`src/rtl/leb128_pkg.sv`:
```
// Shared widths and byte-slicing helpers for the signed LEB128 decoder.
// Optional error flag is controlled by LEB128_UNPACK_I64_ERR_EN in the users.
package leb128_pkg;
    localparam int MAX_BYTES = 10;
    localparam int OUT_W     = 64;
    localparam int LEN_W     = 4;
    localparam int IN_W      = 8 * MAX_BYTES;
    localparam int CONT_BIT  = 7;
    localparam int PAY_W     = 7;
    localparam int SIGN_BIT  = 6;

    // Byte 0 is the first byte on the wire and sits in the top of the window.
    function automatic logic [7:0] get_byte(input logic [IN_W-1:0] v, input int k);
        return v[IN_W-1-8*k -: 8];
    endfunction
endpackage

```
`src/rtl/leb128_i64_comb.sv`:
```
// Combinational sLEB128 decode of an 80-bit window into value, length and
// (with LEB128_UNPACK_I64_ERR_EN) an error flag for overlong/non-canonical input.
module leb128_i64_comb
    import leb128_pkg::*;
(
    input  logic [IN_W-1:0]  in,
    output logic [OUT_W-1:0] out,
    output logic [LEN_W-1:0] len
`ifdef LEB128_UNPACK_I64_ERR_EN
    ,
    output logic             err
`endif
);
    localparam logic [OUT_W-1:0] ONES = '1;

    always_comb begin
        logic       run;
        logic [7:0] bk;
        run = 1'b1;
        bk  = '0;
        out = '0;
        len = '0;
`ifdef LEB128_UNPACK_I64_ERR_EN
        err = 1'b0;
`endif
        // run stays 1 only while every earlier byte continued, so bytes past the
        // terminator are gated by a known-0 select and never reach the outputs.
        for (int k = 0; k < MAX_BYTES; k++) begin
            bk = get_byte(in, k);
            if (run) begin
                if (k == MAX_BYTES - 1) begin
                    out[OUT_W-1] = bk[0];
                    len          = LEN_W'(MAX_BYTES);
`ifdef LEB128_UNPACK_I64_ERR_EN
                    err = bk[CONT_BIT] | (bk[SIGN_BIT:1] != {SIGN_BIT{bk[0]}});
`endif
                end else begin
                    out = out | (OUT_W'(bk[PAY_W-1:0]) << (PAY_W * k));
                    if (!bk[CONT_BIT]) begin
                        len = LEN_W'(k + 1);
                        if (bk[SIGN_BIT])
                            out = out | (ONES << (PAY_W * (k + 1)));
                    end
                end
            end
            run = run & bk[CONT_BIT];
        end
    end
endmodule

```
`src/rtl/leb128_unpack_i64.sv`:
```
// Registered sLEB128 decoder: one result per accepted in_valid, latency 1.
// Define LEB128_UNPACK_I64_ERR_EN to add the registered err output.
module leb128_unpack_i64
    import leb128_pkg::*;
(
    input  logic              clk,
    input  logic              rst_n,
    input  logic              in_valid,
    input  logic [IN_W-1:0]   in,
    output logic              out_valid,
    output logic [OUT_W-1:0]  out,
    output logic [LEN_W-1:0]  len
`ifdef LEB128_UNPACK_I64_ERR_EN
    ,
    output logic              err
`endif
);
    logic [OUT_W-1:0] dec_out;
    logic [LEN_W-1:0] dec_len;
`ifdef LEB128_UNPACK_I64_ERR_EN
    logic             dec_err;
`endif

    leb128_i64_comb u_dec (
        .in  (in),
        .out (dec_out),
        .len (dec_len)
`ifdef LEB128_UNPACK_I64_ERR_EN
        ,
        .err (dec_err)
`endif
    );

    // Data registers only load on a valid input, so out/len hold through idle cycles.
    always_ff @(posedge clk or negedge rst_n) begin
        if (!rst_n) begin
            out_valid <= 1'b0;
            out       <= '0;
            len       <= '0;
`ifdef LEB128_UNPACK_I64_ERR_EN
            err       <= 1'b0;
`endif
        end else begin
            out_valid <= in_valid;
            if (in_valid) begin
                out <= dec_out;
                len <= dec_len;
`ifdef LEB128_UNPACK_I64_ERR_EN
                err <= dec_err;
`endif
            end
        end
    end
endmodule

```
`config.mk`:
```
export PLATFORM = sky130hd
export DESIGN_NAME = leb128_unpack_i64
export DESIGN_NICKNAME = d
export VERILOG_FILES = /design/src/rtl/leb128_pkg.sv /design/src/rtl/leb128_i64_comb.sv /design/src/rtl/leb128_unpack_i64.sv
export SDC_FILE = /design/constraint.sdc
export NUM_CORES = 1
export LEC_CHECK = 0
export ABC_AREA = 1
export ABC_CLOCK_PERIOD_IN_PS = 800
export BUFFER_PORTS_ARGS = -buffer_cell sky130_fd_sc_hd__buf_4
export CORE_MARGIN = 4
export CORE_UTILIZATION = 43
export CTS_CLUSTER_DIAMETER = 100
export DETAILED_ROUTE_END_ITERATION = 16
export PLACE_DENSITY = 0.8
export SYNTH_ARGS = -nofsm -noshare
export SYNTH_HDL_FRONTEND = slang
export SYNTH_HIERARCHICAL = 1
export SYNTH_SLANG_ARGS = --single-unit
```
`constraint.sdc`:
```
create_clock -name clk -period 0.8 [get_ports clk]
set_input_delay 0.04 -clock clk [delete_from_list [all_inputs] [get_ports clk]]
set_output_delay 0.04 -clock clk [all_outputs]
set_load 0.1 [all_outputs]
```
---- Word level (Yosys, flattened, before mapping) ----
Cells that the tools add are included.
word-level totals
  output and inout port bits .............. 69
  input bits .............................. 83
  flip-flop bits (word level) ............. 69
  word-level logic and storage cells ...... 64
cells by class
  bitwise gates (word level) .............. 16
  mux-type cells .......................... 45
operator list
  cell                                    count
  64-bit 2-to-1 mux                       27
  4-bit 2-to-1 mux                        17
  64-bit by 14-bit OR with 64-bit output  1
  64-bit by 21-bit OR with 64-bit output  1
  64-bit by 28-bit OR with 64-bit output  1
  64-bit by 35-bit OR with 64-bit output  1
  64-bit by 42-bit OR with 64-bit output  1
  64-bit by 49-bit OR with 64-bit output  1
  64-bit by 56-bit OR with 64-bit output  1
  64-bit by 63-bit OR with 64-bit output  1
  1-bit AND                               8
  1-bit 2-to-1 mux                        1

---- Depth between registers and ports, before layout ----
Gate-level depths: netlist of run 1.
  depth after elaboration ................. 35
  gate-level depth with buffers ........... 14

---- By module ----
Netlist of run 1, hierarchy kept.
by module, submodules not included
  module             times used  cells each  area an instance (um2)
  leb128_unpack_i64  1           289         2601.2
  leb128_i64_comb    1           172         935.9

---- Worst setup path before layout of run 1 ----
Ideal clock, no wire load.
  kind .................................... input to register
  from .................................... in in[79]
  to ...................................... reg out[59]
  library setup time ...................... 122 ps
  path buffers ............................ 2
  arrival ................................. 1228 ps
  stages .................................. 13
  slack ................................... -550 ps
  cell sequence ........................... buf_6 inv_4 nand2_8 nand2_2 nand2_4 nand2_4 nor2_4 nand3_2 nor2_4 buf_6 nand3_1 nand2_1 nand2_1
between the ends
  word-level cells in the longest chain between the ends .. 34
  elaborated cells on any way between the ends .. 41
RTL lines
  what                                    RTL line                 RTL
  from (decl)                             leb128_unpack_i64.sv:9   input logic [IN_W-1:0] in,
  64-bit 2-to-1 mux                       leb128_i64_comb.sv:39    if (!bk[CONT_BIT]) begin
  64-bit by 14-bit OR with 64-bit output  leb128_i64_comb.sv:38    out = out | (OUT_W'(bk[PAY_W-1:0]) << (PAY_W * k));
  64-bit 2-to-1 mux                       leb128_i64_comb.sv:41    if (bk[SIGN_BIT])
  64-bit 2-to-1 mux                       leb128_i64_comb.sv:39
  64-bit 2-to-1 mux                       leb128_i64_comb.sv:30    if (run) begin
  64-bit by 21-bit OR with 64-bit output  leb128_i64_comb.sv:38
  64-bit 2-to-1 mux                       leb128_i64_comb.sv:41
  64-bit 2-to-1 mux                       leb128_i64_comb.sv:39
  [... 18 more ...]                       --
  64-bit 2-to-1 mux                       leb128_i64_comb.sv:41
  64-bit 2-to-1 mux                       leb128_i64_comb.sv:39
  64-bit 2-to-1 mux                       leb128_i64_comb.sv:30
  64-bit by 63-bit OR with 64-bit output  leb128_i64_comb.sv:38
  64-bit 2-to-1 mux                       leb128_i64_comb.sv:41
  64-bit 2-to-1 mux                       leb128_i64_comb.sv:39
  64-bit 2-to-1 mux (*) (2 in a row)      leb128_i64_comb.sv:30
  net dec_out[59]                         leb128_unpack_i64.sv:18  logic [OUT_W-1:0] dec_out;
  to (signal assigned)                    leb128_unpack_i64.sv:46  out <= dec_out;
  to (decl)                               leb128_unpack_i64.sv:11  output logic [OUT_W-1:0] out,
Mark *: on every way through the listed nets, which the timed path passes. The rest lies on a longest branch.
A chain may end at the register's enable or synchronous reset.

---- Worst setup path in the final report of run 1 ----
  from .................................... in in[79]
  to ...................................... reg out[55]
The elaborated chain is that of the path after synthesis.

==> results.md, run 1 <==
* Rel. slew slack at between 70% and 80%
* Initial antenna violation count at 0
* Predominant post-synthesis flop cell: dfrtp_1
* RePlAce Congestion at between 0.8 and 0.9
* FF+latch area at ~1900 sq um
* Crit path kind: primary input to register
* Ys async rst share at between 90% and 100%
* Netlist cell types at 25
* Grt peak-use layer: met2
* CTS tree: yes
* P&R area growth vs syn at 93.7%
* TritonCTS Buffers at 9
* Ant diodes at 0
* Multi-input gate area at 1760 sq um
* CP max FO at 7
* WL/cell at approximately 20 um
* Total track usage at between 20% and 30%
* Fillers at about 350
* Initial Util at between 40% and 50%
* Die area at around 9700 sq um
* Worst setup EP type: register
* CP required at roughly 1100 ps
* Power Density at about 2100 nW/um^2
* FP Rows at 32
* Max-Cap Viols at 0
* Vias post-DR at roughly 4200
* CTS Sinks at 69
* Core Area at 7850 sq um
* Clk_skew at 0 ps
* Worst min path class: primary input to register
* Violated checks: negative setup slack
* Worst hold path depth at 4
* Ports at approximately 150
* IO buf count at roughly 140
* DR pass1 iterations at 5
* Outcome: complete, but fails checks
* Register area share after synthesis at 48.8%
* Setup violators final at roughly 100
* Final Hold Fails at 0
* Vias in the first global route at around 4200
* Mapped cell area at between 3000 and 4000 sq um
* CTS H-Tree Depth at 3
* Lkg Pwr at 3.47 nW
* Fmax at 898 MHz
* Reg2Reg Depth at 4
* Maximum clock insertion buffer count at 2
* NumNets Final at about 760
* Min Tclk post-route at between 1000 and 1500 ps
* DRT Wirelength at between 15000 and 20000 um
* Cells after Synth at ~460
* ANT nets after route at 0
* Crit start category: primary input
* Worst VDD drop at around 1200 uV
* Final period util at 139%
* Vias per cell at 5.35
* Grt ovf at 0
* Met2 Use GR at between 40% and 50%
* Met3 usage at 5.31%
* Share of cells above drive strength 1 at 52.9%
* Post-DP Area at between 4000 and 5000 sq um
* Post-Syn Nets at 544
* CTS root buffer: clkbuf_8
* Worst-margin pin slew at roughly 380 ps
* Post-synth EDFFs at 0
* RSZ-0062 raised after global routing: true
* Final Cell Area at around 6900 sq um
* Detailed placement HPWL at approximately 7200 um
* Final Hold Slack at 2.93 ps
* Final WS setup at -313 ps
* Worst-path clk slew at 90 ps
* Latest clock arrival within the worst-skew pair at 350 ps
* Die Wd at 98.7 um
* Post-route DRC at 0
* Fin. max-slew vios at 0
* Met1 Track Usage GR at 28.6%
* Synth warn at 6
* #FFs+latches synth at just under 70
* Largest net degree at the start of global routing at 70
* Arrival time of the worst setup path at approximately 1400 ps
* Detailed Route Iter0 Violations at 220
* Mapped Avg Cell Area at 7.67 sq um
* First-pass GRT wire length at between 20000 and 25000 um
* Die Y at just under 100 um
per-layer routing:
metal,vias to the layer above,part of all wire [%]
met1,1991,32
li1,1816,-
met3,89,7.1
met4,0,6.6
met2,285,54
met5,-,0
power by group:
group / leakage (nW) / total, mW / internal (mW) / switching (mW)
Clock: 0.0923 / 2.89 / 1.49 / 1.40
Combinational: 2.60 / 6.74 / 2.44 / 4.30
Sequential: 0.780 / 4.52 / 4.02 / 0.493
per-stage QoR:
step / TNS [ps] / util, % / setup WS, ps / power, mW / std cells
after CTS: -18540 / 82.6 / -268 / 13.4 / 769
after detailed placement: -21050 / 63.6 / -568 / 9.39 / 708
after floorplan: -15150 / - / -506 / 8.04 / 461
final: -20710 / 87.3 / -313 / 14.1 / 781
after global routing: -24380 / 87.3 / -379 / 14.5 / 781
after global placement: -19430 / 63.6 / -507 / 9.31 / 708
logic make-up after synthesis:
family / Yosys count / share of synthesized area [%]
DFF: 69 / 48.8
and+or+nand+nor: 344 / 42.7
AOI/OAI and AO/OA: 6 / 0.920
buffers and inverters: 42 / 7.61
layout make-up:
type	instances	area share, %
well taps	102	1.86
multi-input cells	350	25.8
clock buffers	12	2.12
repair buffers	232	41.1
inverters	14	1.22
flip-flops and latches	69	27.5
clock inverters	2	0.511
critical path, stage by stage:
cell     delay [ps]
buf_12          110
nand2_4          80
nor2_8          100
nand2_4          70
nor2_8          110
nand2_4          80
nor2_8          170
buf_6           140
buf_12          110
nand2_1         110
nand2_4          90
nand2_2          60
nand2_1         120
flip-flops by register name (all words and copies together) (netlist names):
| register | cells |
|---|---|
| out_valid | 1 |
| out | 64 |
| len | 4 |
cells in the mapped netlist (2+ instances only):
library cell | count | area [sq um]
nand2_4 | 6 | 67.6
inv_1 | 10 | 37.5
nand2_1 | 301 | 1130
nor2_8 | 4 | 80.1
nand3_1 | 15 | 75.1
o21ai_0 | 4 | 20.0
buf_6 | 6 | 67.6
buf_2 | 9 | 45.0
dfrtp_1 | 69 | 1730
buf_4 | 11 | 82.6
nand2_2 | 2 | 12.5
nand3_2 | 4 | 40.0
inv_2 | 3 | 11.3
nor2_4 | 2 | 22.5
nor2_2 | 2 | 12.5
nand4_1 | 3 | 18.8
nor2_1 | 2 | 7.51
path summary, 6_finish.rpt:
check                         from      end  slack, ps
hold / removal              in[15]   len[0]          3
hold reg to reg            out[35]  out[35]        490
max in group asynchronous    rst_n  out[22]        190
setup reg to reg           out[48]  out[48]       -120
min in group asynchronous    rst_n  out[54]        230
setup / recovery            in[79]  out[55]       -310
timing repair:
item / CTS / global route
resized for setup: 214 / 82
pin swaps: 35 / 27
endpoints found under the hold margin: 103 / 0
setup buffers: 13 / 16
cloned: 0 / 0
hold buffers: 34 / 0
setup endpoints to repair: 102 / 110
cells in the final DEF, fill, tap and decap left out, drive strengths merged:
master,synthesis,routed
o21ai,4,4
clkinvlp,0,1
nand4,3,3
buf,27,198
a21oi,1,1
bufinv,0,1
dfrtp,69,69
nand3,20,20
clkbuf,1,12
inv,14,13
o31ai,1,1
dlygate4sd3,0,34
clkinv,0,1
nor2,10,10
nand2,310,310
nor3,1,1
Note: power is estimated with default switching activity, not from simulation.
==> inputs of run 2 (changes only) <==
ABC_CLOCK_PERIOD_IN_PS = not set   (was 800)
CELL_PAD_IN_SITES_DETAIL_PLACEMENT = 0   (was not set)
CELL_PAD_IN_SITES_GLOBAL_PLACEMENT = 2   (was not set)
CORE_UTILIZATION = 25   (was 43)
PLACE_DENSITY = 0.86   (was 0.8)
==> run 2 against run 1 <==
The run still ends with negative setup slack left. Sequential power fell by 0.9%. Die area grew 65%. Largest cell class unchanged. Critical endpoint is now out[18]. Clock skew unchanged. Worst setup slack improved by 69 ps. Combinational power down 5.6%. Final cell count up 8.3%. Critical path type is now register to primary output. Largest power group unchanged. Hold slack better by 6.4 ps. Count of clock-buffer cells in the layout grew 2.
==> results.md, run 2 (synthesis results as in run 1) <==
* Core Area at 13900 sq um (+77%)
* Clk_skew at 0 ps (unchanged)
* Share of cells above drive strength 1 at 49.7% (-3.2 points)
* Die Y at 127 um (+29%)
* RePlAce Congestion at 0.761 (-5.4%)
* TritonCTS Buffers at 9 (unchanged)
* Worst min path class: primary input to register
* Largest net degree at the start of global routing at 55 (-21%)
* Number of cells on the critical path at 1 (-12)
* CTS H-Tree Depth at 3 (unchanged)
* Maximum clock insertion buffer count at 2 (unchanged)
* Worst-path clk slew at 50 ps (-40 ps)
* NumNets Final at 745 (-1.8%)
* Most common cell after layout, fill and taps aside: nand2_1
* FP Rows at 43 (+34%)
* Vias post-DR at 3508 (-16%)
* Rel. slew slack at 78.1% (+3.8 points)
* Fillers at 1335 (+280%)
* Ports at 152 (unchanged)
* Crit path max-delay cell type: dfrtp_4
* Arrival time of the worst setup path at 1000 ps (-400 ps)
* Vias in the first global route at 3676 (-12%)
* CTS root buffer: clkbuf_16
* Worst-margin pin slew at 328 ps (-56.3 ps)
* Power Density at 2150 nW/um^2 (+4.0%)
* Cell family with most CP delay: flip-flops
* Latest clock arrival within the worst-skew pair at 330 ps (-20 ps)
* Worst hold path depth at 5 (+1)
* CTS tree: yes
* Fin cells at 846 (+8.3%)
* Die Wd at 127 um (+29%)
* Post-route DRC at 0 (unchanged)
* Most frequent cells in the layout: nand2_1 (284), buf_4 (106), buf_12 (74)
* Detailed placement HPWL at 7840 um (+8.6%)
* CP max FO at 2 (-5)
* Violated checks: negative setup slack
* CP required at 760 ps (-330 ps)
* ANT nets after route at 0 (unchanged)
* Reg with most FFs: out
* Outcome: complete, but fails checks
* Initial Util at 25.5% (-20 points)
* RSZ-0062 raised after global routing: true
* DR pass1 iterations at 4 (-1)
* Ant diodes at 0 (unchanged)
* Max-Cap Viols at 0 (unchanged)
* Setup violators final at 110 (+8.9%)
* Detailed Route Iter0 Violations at 109 (-50%)
* Total track usage at 14.6% (-12 points)
* Design Power at 14.6 mW (+3.3%)
* IO buf count at 144 (unchanged)
* Final TNS setup at -16990 ps (+3720 ps)
* CP cell instances: buf_12
* Die area at 16100 sq um (+65%)
* Slowest cell delay on critical path at 490 ps (+320 ps)
* WP buf/inv at 1 (-2)
* WL/cell at 13.4 um (-34%)
* P&R area growth vs syn at 92.4%
* Top flop regs: out: 64 flops, len: 4 flops, out_valid: 1 flops
* Max reg flops at 64 (unchanged)
* CTS Sinks at 69 (unchanged)
* Crit start category: register
* Fmax at 958 MHz (+6.6%)
* Final period util at 131% (-8.6 points)
* Lkg Pwr at 3.45 nW (-0.62%)
* Fin. max-slew vios at 0 (unchanged)
* Worst VDD drop at 839 uV (-29%)
* Vias per cell at 4.15 (-23%)
* Crit path kind: register to primary output
* Initial antenna violation count at 0 (unchanged)
* Final Hold Fails at 0 (unchanged)
* DRT Wirelength at 11300 um (-29%)
* Worst setup EP type: primary output
* First-pass GRT wire length at 18700 um (-9.0%)
* Min Tclk post-route at 1040 ps (-69.0 ps)
* Final WS setup at -244 ps (+69.0 ps)
* Placed insts at 786 (+11%)
* Grt ovf at 0 (unchanged)
* Reg2Reg Depth at 3 (-1)
-- run 2: cell count changes in the layout (fill, tap and decap cells not counted), moves of 7 or more --
| cell | previous run | this run |
|---|---|---|
| nand2_2 | 35 | 18 |
| nand2_1 | 261 | 284 |
| nand2_4 | 13 | 6 |
| clkbuf_8 | 10 | 3 |
| clkbuf_16 | 0 | 9 |
| dlygate4sd3_1 | 34 | 23 |
-- run 2: cell type report --
type	instances	area, sq um	share of cell area, %
Timing Repair Buffer	218	2680	39.4
Sequential cell	69	1880	27.6
Multi-Input combinational cell	350	1660	24.4
Clock buffer	14	274	4.03
Tap cell	180	225	3.31
Inverter	14	77.6	1.14
Clock inverter	1	5.00	0.0736
-- run 2: through the flow --
stage	cell area, sq um	hold WS [ps]	util (%)	worst slack [ps]
floorplan	3710	-256	-	-506
global placement	5080	42.1	36.6	-697
detailed placement	5080	44.2	36.6	-725
CTS	6610	0.104	47.6	-263
global route	6800	22.6	49.0	-292
finish	6800	9.36	49.0	-244
-- run 2: final timing paths --
path,from,to,slack (ps)
worst max register to register,out[24],out[24],-20
worst max-delay path,out[18],out[18],-240
min in group asynchronous,rst_n,out[53],220
max in group asynchronous,rst_n,out[9],250
worst min register to register,out[48],out[48],490
worst min-delay path,in[49],out[22],9
-- run 2: repair_timing --
action | in CTS | in global routing
setup buffers | 13 | 11
pin swaps | 24 | 8
hold buffers | 23 | 0
gates cloned | 1 | 0
gates resized for setup | 216 | 39
endpoints found under the setup margin | 101 | 109
endpoints found under the hold margin | 91 | 0
-- run 2: metal layers --
layer / GRT usage [%] / vias up / part of all wire [%]
met5: 0 / - / 0
met4: 5.36 / 0 / 1.7
met3: 4.38 / 13 / 6.8
met2: 24.5 / 96 / 50
met1: 17.7 / 1612 / 41
li1: - / 1787 / -
-- run 2: report_power, final --
part | internal, mW | switching, mW
clock | 2.33 | 1.45
combinational | 2.35 | 4.01
sequential | 4.03 | 0.445
